--- config.mk ---
export PLATFORM = sky130hd
export DESIGN_NAME = rom_arbiter
export DESIGN_NICKNAME = d
export VERILOG_FILES = /design/src/rtl/rom_arbiter.sv
export SDC_FILE = /design/constraint.sdc
export NUM_CORES = 1
export LEC_CHECK = 0
export ABC_AREA = 1
export CAP_MARGIN = 10
export CORE_MARGIN = 5
export CORE_UTILIZATION = 41
export DETAILED_ROUTE_END_ITERATION = 7
export GPL_TIMING_DRIVEN = 1
export PLACE_DENSITY = 0.87
export SLEW_MARGIN = 15
export SYNTH_ARGS = -nofsm -noshare
export SYNTH_HDL_FRONTEND = slang
export SYNTH_SLANG_ARGS = --single-unit
--- constraint.sdc ---
create_clock -name clk -period 4.5 [get_ports clk]
set_input_delay 0.9 -clock clk [delete_from_list [all_inputs] [get_ports clk]]
set_output_delay 0.9 -clock clk [all_outputs]
set_load 0.03 [all_outputs]
--- src/rtl/rom_arbiter.sv ---
// rtl/rom_arbiter.sv - two-port (I fetch / D load) arbiter for a single-port combinational instruction ROM
module rom_arbiter #(
    parameter logic [31:0] BASE_ADDR  = 32'hBFC00000,
    parameter logic [31:0] ROM_BYTES  = 32'h00008000,
    parameter int unsigned MAX_STARVE = 3
) (
    input  logic        clk,
    input  logic        rst,
    input  logic        i_req,
    input  logic [31:0] i_addr,
    output logic        i_gnt,
    output logic        i_rvalid,
    output logic [31:0] i_rdata,
    output logic        i_err,
    input  logic        d_req,
    input  logic [31:0] d_addr,
    output logic        d_gnt,
    output logic        d_rvalid,
    output logic [31:0] d_rdata,
    output logic        d_err,
    output logic        rom_en,
    output logic [3:0]  rom_write_en,
    output logic [31:0] rom_addr,
    output logic [31:0] rom_write_data,
    input  logic [31:0] rom_read_data
);

    localparam logic [3:0] STARVE_MAX = 4'(MAX_STARVE);

    // Encoding chosen so the registered state reads directly as {i_rvalid, d_rvalid}
    typedef enum logic [1:0] {
        SRC_NONE = 2'b00,
        SRC_D    = 2'b01,
        SRC_I    = 2'b10
    } src_e;

    src_e        src_q, src_d;
    logic [3:0]  starve_q, starve_d;
    logic [31:0] i_rdata_q, i_rdata_d;
    logic [31:0] d_rdata_q, d_rdata_d;
    logic        i_err_q, i_err_d;
    logic        d_err_q, d_err_d;

    logic        starve_full;
    logic [31:0] gnt_addr;
    logic [31:0] gnt_off;
    logic        addr_err;
    logic [31:0] resp_word;

    always_comb begin
        starve_full = (starve_q == STARVE_MAX);
        i_gnt       = i_req & (~d_req | starve_full);
        d_gnt       = d_req & ~i_gnt;
        gnt_addr    = i_gnt ? i_addr : (d_gnt ? d_addr : 32'd0);
        // Wrap-around subtraction folds addresses below the base into huge offsets
        gnt_off     = gnt_addr - BASE_ADDR;
        addr_err    = (gnt_addr[1:0] != 2'b00) | (gnt_off > (ROM_BYTES - 32'd4));
        resp_word   = addr_err ? 32'd0 : rom_read_data;
    end

    assign rom_en         = (i_gnt | d_gnt) & ~addr_err;
    assign rom_addr       = gnt_addr;
    assign rom_write_en   = 4'b0000;
    assign rom_write_data = 32'd0;

    always_comb begin
        src_d     = SRC_NONE;
        i_rdata_d = i_rdata_q;
        i_err_d   = i_err_q;
        d_rdata_d = d_rdata_q;
        d_err_d   = d_err_q;
        if (i_gnt) begin
            src_d     = SRC_I;
            i_rdata_d = resp_word;
            i_err_d   = addr_err;
        end else if (d_gnt) begin
            src_d     = SRC_D;
            d_rdata_d = resp_word;
            d_err_d   = addr_err;
        end
    end

    always_comb begin
        starve_d = 4'd0;
        if (i_req && !i_gnt) begin
            starve_d = starve_full ? STARVE_MAX : starve_q + 4'd1;
        end
    end

    always_ff @(posedge clk or negedge rst) begin
        if (!rst) begin
            src_q     <= SRC_NONE;
            starve_q  <= 4'd0;
            i_rdata_q <= 32'd0;
            d_rdata_q <= 32'd0;
            i_err_q   <= 1'b0;
            d_err_q   <= 1'b0;
        end else begin
            src_q     <= src_d;
            starve_q  <= starve_d;
            i_rdata_q <= i_rdata_d;
            d_rdata_q <= d_rdata_d;
            i_err_q   <= i_err_d;
            d_err_q   <= d_err_d;
        end
    end

    assign i_rvalid = (src_q == SRC_I);
    assign d_rvalid = (src_q == SRC_D);
    assign i_rdata  = i_rdata_q;
    assign d_rdata  = d_rdata_q;
    // Error flags are only meaningful alongside rvalid but hold like rdata
    assign i_err    = i_err_q;
    assign d_err    = d_err_q;

endmodule

Word-level counts from Yosys, hierarchy flattened
Cells that the tools add are included.

Reductions and logical operators: 4. Magnitude comparators: 1. Add/subtract/negate cells: 2. Multiplexer cells: 7. Bitwise gates (word level): 9. Eq/ne operators: 3.

Operators with widths (count): $mux W32 (3); $gt A32 B15 Y1 const B (1); $sub A32 B32 Y32 const B (1); $mux W4 (2); $add A4 B1 Y4 const B (1); $eq A4 B2 Y1 const B (1); $and A1 B1 Y1 (3); $not A1 Y1 (3); $or A1 B1 Y1 (3); $eq A2 B1 Y1 const B (1); $eq A2 B2 Y1 const B (1); $mux W2 (1); $reduce_and A2 Y1 (1); $reduce_bool A2 Y1 (1); $logic_and A1 B1 Y1 (1); $logic_not A1 Y1 (1); $mux W1 (1).

Register bits after elaboration: 72. Input port bits: 100. Word-level logic and storage cells: 32. Output and inout bits: 139.

Longest topological paths before layout
Depth in word-level cells: 12. Gate-level depth with buffers: 14. Mapped depth without buffers: 13.

Worst setup path after synthesis
Ideal clock, no wire load.

Kind: input to output. From: input port d_req. To: output port rom_en. Buffers on the path: 2. Setup slack: 1.365 ns. Required time: 3.600 ns. Cell stages on the path: 12. Arrival: 2.235 ns. Cell sequence: inv_2 > a31oi_2 > buf_6 > nand2_1 > nand2_2 > nand2_1 > nor2_1 > nand2_1 > nor2_2 > buf_6 > nand2_1 > inv_1.

Longest elaborated chain between the ends: 12.

RTL lines: from (decl) (RTL line 15) `input logic d_req,`; $not A1 Y1 (RTL line 52) `i_gnt = i_req & (~d_req | starve_full);`; $or A1 B1 Y1 (RTL line 52); $and A1 B1 Y1 (RTL line 52); $not A1 Y1 (no line); $and A1 B1 Y1 (RTL line 53) `d_gnt = d_req & ~i_gnt;`; $mux W32 (RTL line 54) `gnt_addr = i_gnt ? i_addr : (d_gnt ? d_addr : 32'd0);`; $mux W32 * (RTL line 54); named net rom_addr[27] (RTL line 23) `output logic [31:0] rom_addr,`; $sub A32 B32 Y32 * (RTL line 56) `gnt_off = gnt_addr - BASE_ADDR;`; $gt A32 B15 Y1 * (RTL line 57) `addr_err = (gnt_addr[1:0] != 2'b00) | (gnt_off > (ROM_BYTES - 32'd4));`; $or A1 B1 Y1 * (RTL line 57); $not A1 Y1 * (RTL line 61) `assign rom_en = (i_gnt | d_gnt) & ~addr_err;`; $and A1 B1 Y1 * (RTL line 61); to (decl) (RTL line 21) `output logic rom_en,`.

The timed path passes the listed nets; every way through them passes the cells marked *.

Worst setup path after layout
From: input port i_req. To: output port rom_en.

Longest elaborated chain between the ends: 10.

RTL lines: from (decl) (RTL line 9) `input logic i_req,`; $and A1 B1 Y1 * (RTL line 52); $not A1 Y1 (no line); $and A1 B1 Y1 (RTL line 53); $mux W32 (2 in a row) (RTL line 54); $sub A32 B32 Y32 (RTL line 56); $gt A32 B15 Y1 (RTL line 57); $or A1 B1 Y1 (RTL line 57); $not A1 Y1 (RTL line 61); $and A1 B1 Y1 * (RTL line 61).

Mark *: on every way between the ends. The rest lies on a longest branch, timed or not.

==> flow_summary_export.csv <==
group,metric,value,unit
placed_design,place_congestion,0.847,
run_status,status,"finished, final reports clean",
floorplan,coreArea,9240,sq um
sta,finalClockSkew,13.7,ps
worst_setup_path,rr_worst_depth,12,
sta,fmax,248,MHz
yosys,synthTopCellsByCount,"nand2_1 (173), dfrtp_1 (72), nand4_1 (64), buf_4 (44), inv_1 (31)",
routing,post_drt_via_cell_ratio,4.87,
clock_tree,clk_pin_slew,60,ps
global_routing,grt_max_degree,73,
clock_tree,htreeDepth,3,
yosys,yosysSeqAreaShare,46.2,%
sta,rsz0062_at_grt,"false",
yosys,synthDominantCellAreaShare,46.2,%
floorplan,initial_core_util,42.2,%
global_routing,track_usage,21.5,%
final_layout,antennaDiodeCount,0,
sta,final.period_utilization,89.6,%
yosys,synth_edf_count,0,
final_layout,final_area,5970,sq um
placed_design,io_buffers,202,
placed_design,numPlacedInstances,782,
yosys,syn_avg_cell_area,8.16,sq um
power_and_ir_drop,ir_drop,0.162,mV
yosys,ys_ff_latch,72,
min_path,hp-class,"register to register",
clock_tree,cts_root_buffer,"clkbuf_8",
floorplan,die_w,108,um
yosys,async_flop_share,100,%
sta,setup_slack,469,ps
routing,wl_per_cell,16.0,um
clock_tree,cts.sinks,72,
floorplan,dieHeight,108,um
worst_setup_path,end_kind,"output port",
sta,worstMarginPinSlew,893,ps
sta,final-setup-viol-count,0,
routing,drt_first_iter_violations,187,
sta,drv_slew,0,
final_layout,fin_cells,798,
final_layout,drive_gt1_share,9.12,%
final_layout,area_growth,53.1,%
worst_setup_path,critPathMaxFanout,20,
clock_tree,clock_latency,330,ps
clock_tree,post_cts_buffers,0,
power_and_ir_drop,p_leak,3.04,nW
final_layout,regArea,1800,sq um
global_routing,first_global_vias,3803,
worst_setup_path,crit_required,3600,ps
final_layout,fillers,766,
sta,fin_crit,4030,ps
floorplan,rows,35,
sta,max_slew_margin,40.5,%
worst_setup_path,r2r-start,"starve_q[0]$_DFF_PN0_",
yosys,netlist-cell-type-count,28,
sta,tns,0,ps
yosys,synth_area,3900,sq um
run,maxCapViolCount,0,
worst_setup_path,crit_path_start_kind,"primary input",
yosys,synth_area_leaders,"dfrtp_1 (46%), nand2_1 (17%), nand4_1 (10%)",
routing,dr.pass1.iters,4,
yosys,yosysWarnings,0,
worst_setup_path,worst-r2r-setup-slack,1610,ps
yosys,post-synth-top-count-cell,"nand2_1",
clock_tree,hold_buffers,0,
clock_tree,tritoncts,"yes",
routing,drt_wl_total,12800,um
global_routing,antenna_found_initial,0,
floorplan,die-area,11600,sq um
global_routing,grt_pass1_wl,19700,um
routing,num_vias,3889,
worst_setup_path,critPathKind,"primary input to output port",
global_routing,grt.overflow.total,0,
floorplan,io_pins,239,
sta,finalHoldViolCount,0,
clock_tree,cts_made_buffers,9,
power_and_ir_drop,p_per_area,262,nW/um^2
placed_design,place_area,5740,sq um
routing,drc_errors,0,
placed_design,dp_hpwl,9510,um
final_layout,multi_input_area,1620,sq um
worst_setup_path,setup.worst_path.start,"i_req",
yosys,yosys.area.top_type,"dfrtp_1",
worst_setup_path,cp_data_arrival_time,3130,ps
routing,ant_nets,0,
yosys,syn_inst,478,
worst_setup_path,worst_r2r_endpoint,"i_rdata[25]$_DFFE_PN0P_",
final_layout,layout.nets,765,
placed_design,pre_cts_ws,440,ps
clock_tree,cts_resized,0,
worst_setup_path,endpoint,"rom_en",
yosys,synth_ff_type,"dfrtp_1",
clock_tree,cts_buffer_depth,2,
## stage by stage
stage	power (mW)	hold slack (ps)	utilization, %
after floorplan	0.853	433	-
after global placement	0.996	446	62.2
after detailed placement	1.00	464	62.2
after CTS	1.58	472	64.7
after global routing	1.63	493	64.7
final	1.56	476	64.7
## how the worst min path moves through the flow
stage                     startpoint               endpoint  slack (ps)  cells after the start
3_5_place_dp   starve_q[0]$_DFF_PN0_  starve_q[0]$_DFF_PN0_         460                      1
5_1_grt        starve_q[0]$_DFF_PN0_  starve_q[0]$_DFF_PN0_         490                      1
6_report       starve_q[0]$_DFF_PN0_  starve_q[0]$_DFF_PN0_         480                      1
3_3_place_gp   starve_q[0]$_DFF_PN0_  starve_q[0]$_DFF_PN0_         450                      1
4_1_cts        starve_q[0]$_DFF_PN0_  starve_q[0]$_DFF_PN0_         470                      1
2_1_floorplan  starve_q[0]$_DFF_PN0_  starve_q[0]$_DFF_PN0_         430                      1
## flip-flops by register name, summed over array words and instances (netlist names)
name / count
src_q: 2
d_rdata: 32
i_err: 1
starve_q: 4
i_rdata: 32
d_err: 1
## per-layer routing
layer  up-vias  wire length (um)  track usage (%)  part of all wire [%]
li1       1852                 -                -                     -
met1      1831              5250             26.8                    41
met2       187              6180             36.1                    48
met3        19              1110             5.88                   8.7
met4         0               224             6.76                   1.8
met5         -                 0                0                     0
## cells in the final DEF, fill, tap and decap left out, types with 2 or more instances in the layout
cell / n
nand2_2: 3
inv_1: 31
dfrtp_1: 72
conb_1: 36
inv_2: 2
clkbuf_8: 11
nand2_4: 2
clkdlybuf4s50_1: 178
nor2_4: 3
nand4_1: 64
buf_4: 31
nand3_1: 2
bufinv_16: 2
o21ai_0: 3
nand2_1: 173
a22o_1: 13
o21ai_1: 3
nor2_1: 27
## area by class of cell
class | instances | share of cell area [%]
timing repair buffer | 210 | 34.1
clock buffer | 12 | 2.60
multi-input combinational | 338 | 27.1
clock inverter | 4 | 1.28
sequential | 72 | 30.2
inverter | 33 | 2.07
tap | 129 | 2.70
## where the power goes
part	internal, mW	leakage (nW)	switching [mW]
registers	0.650	0.996	0.00196
clock network	0.344	0.113	0.231
logic	0.139	1.93	0.199
## critical path, stage by stage
cell,delay (ps)
clkdlybuf4s50_1,670
inv_2,120
a21oi_4,520
nand2_1,150
nand2_1,140
nand2_1,70
nor2_1,100
nand2_1,90
nor2_4,80
nand2_1,80
inv_1,60
buf_4,150
## logic make-up (layout without fill, tap and decap cells)
family                   after synthesis  count (layout)  share of synthesized area (%)
XOR/XNOR                               2               2                          0.449
AND/OR/NAND/NOR                      275             275                           31.6
AO/OA/AOI/OAI                         24              24                           5.26
buffers and inverters                103             259                           16.1
adder cells (fa/ha/maj)                1               1                          0.321
flip-flops                            72              72                           46.2
other                                  1              36                         0.0961
(Power assumes the default switching activity.)
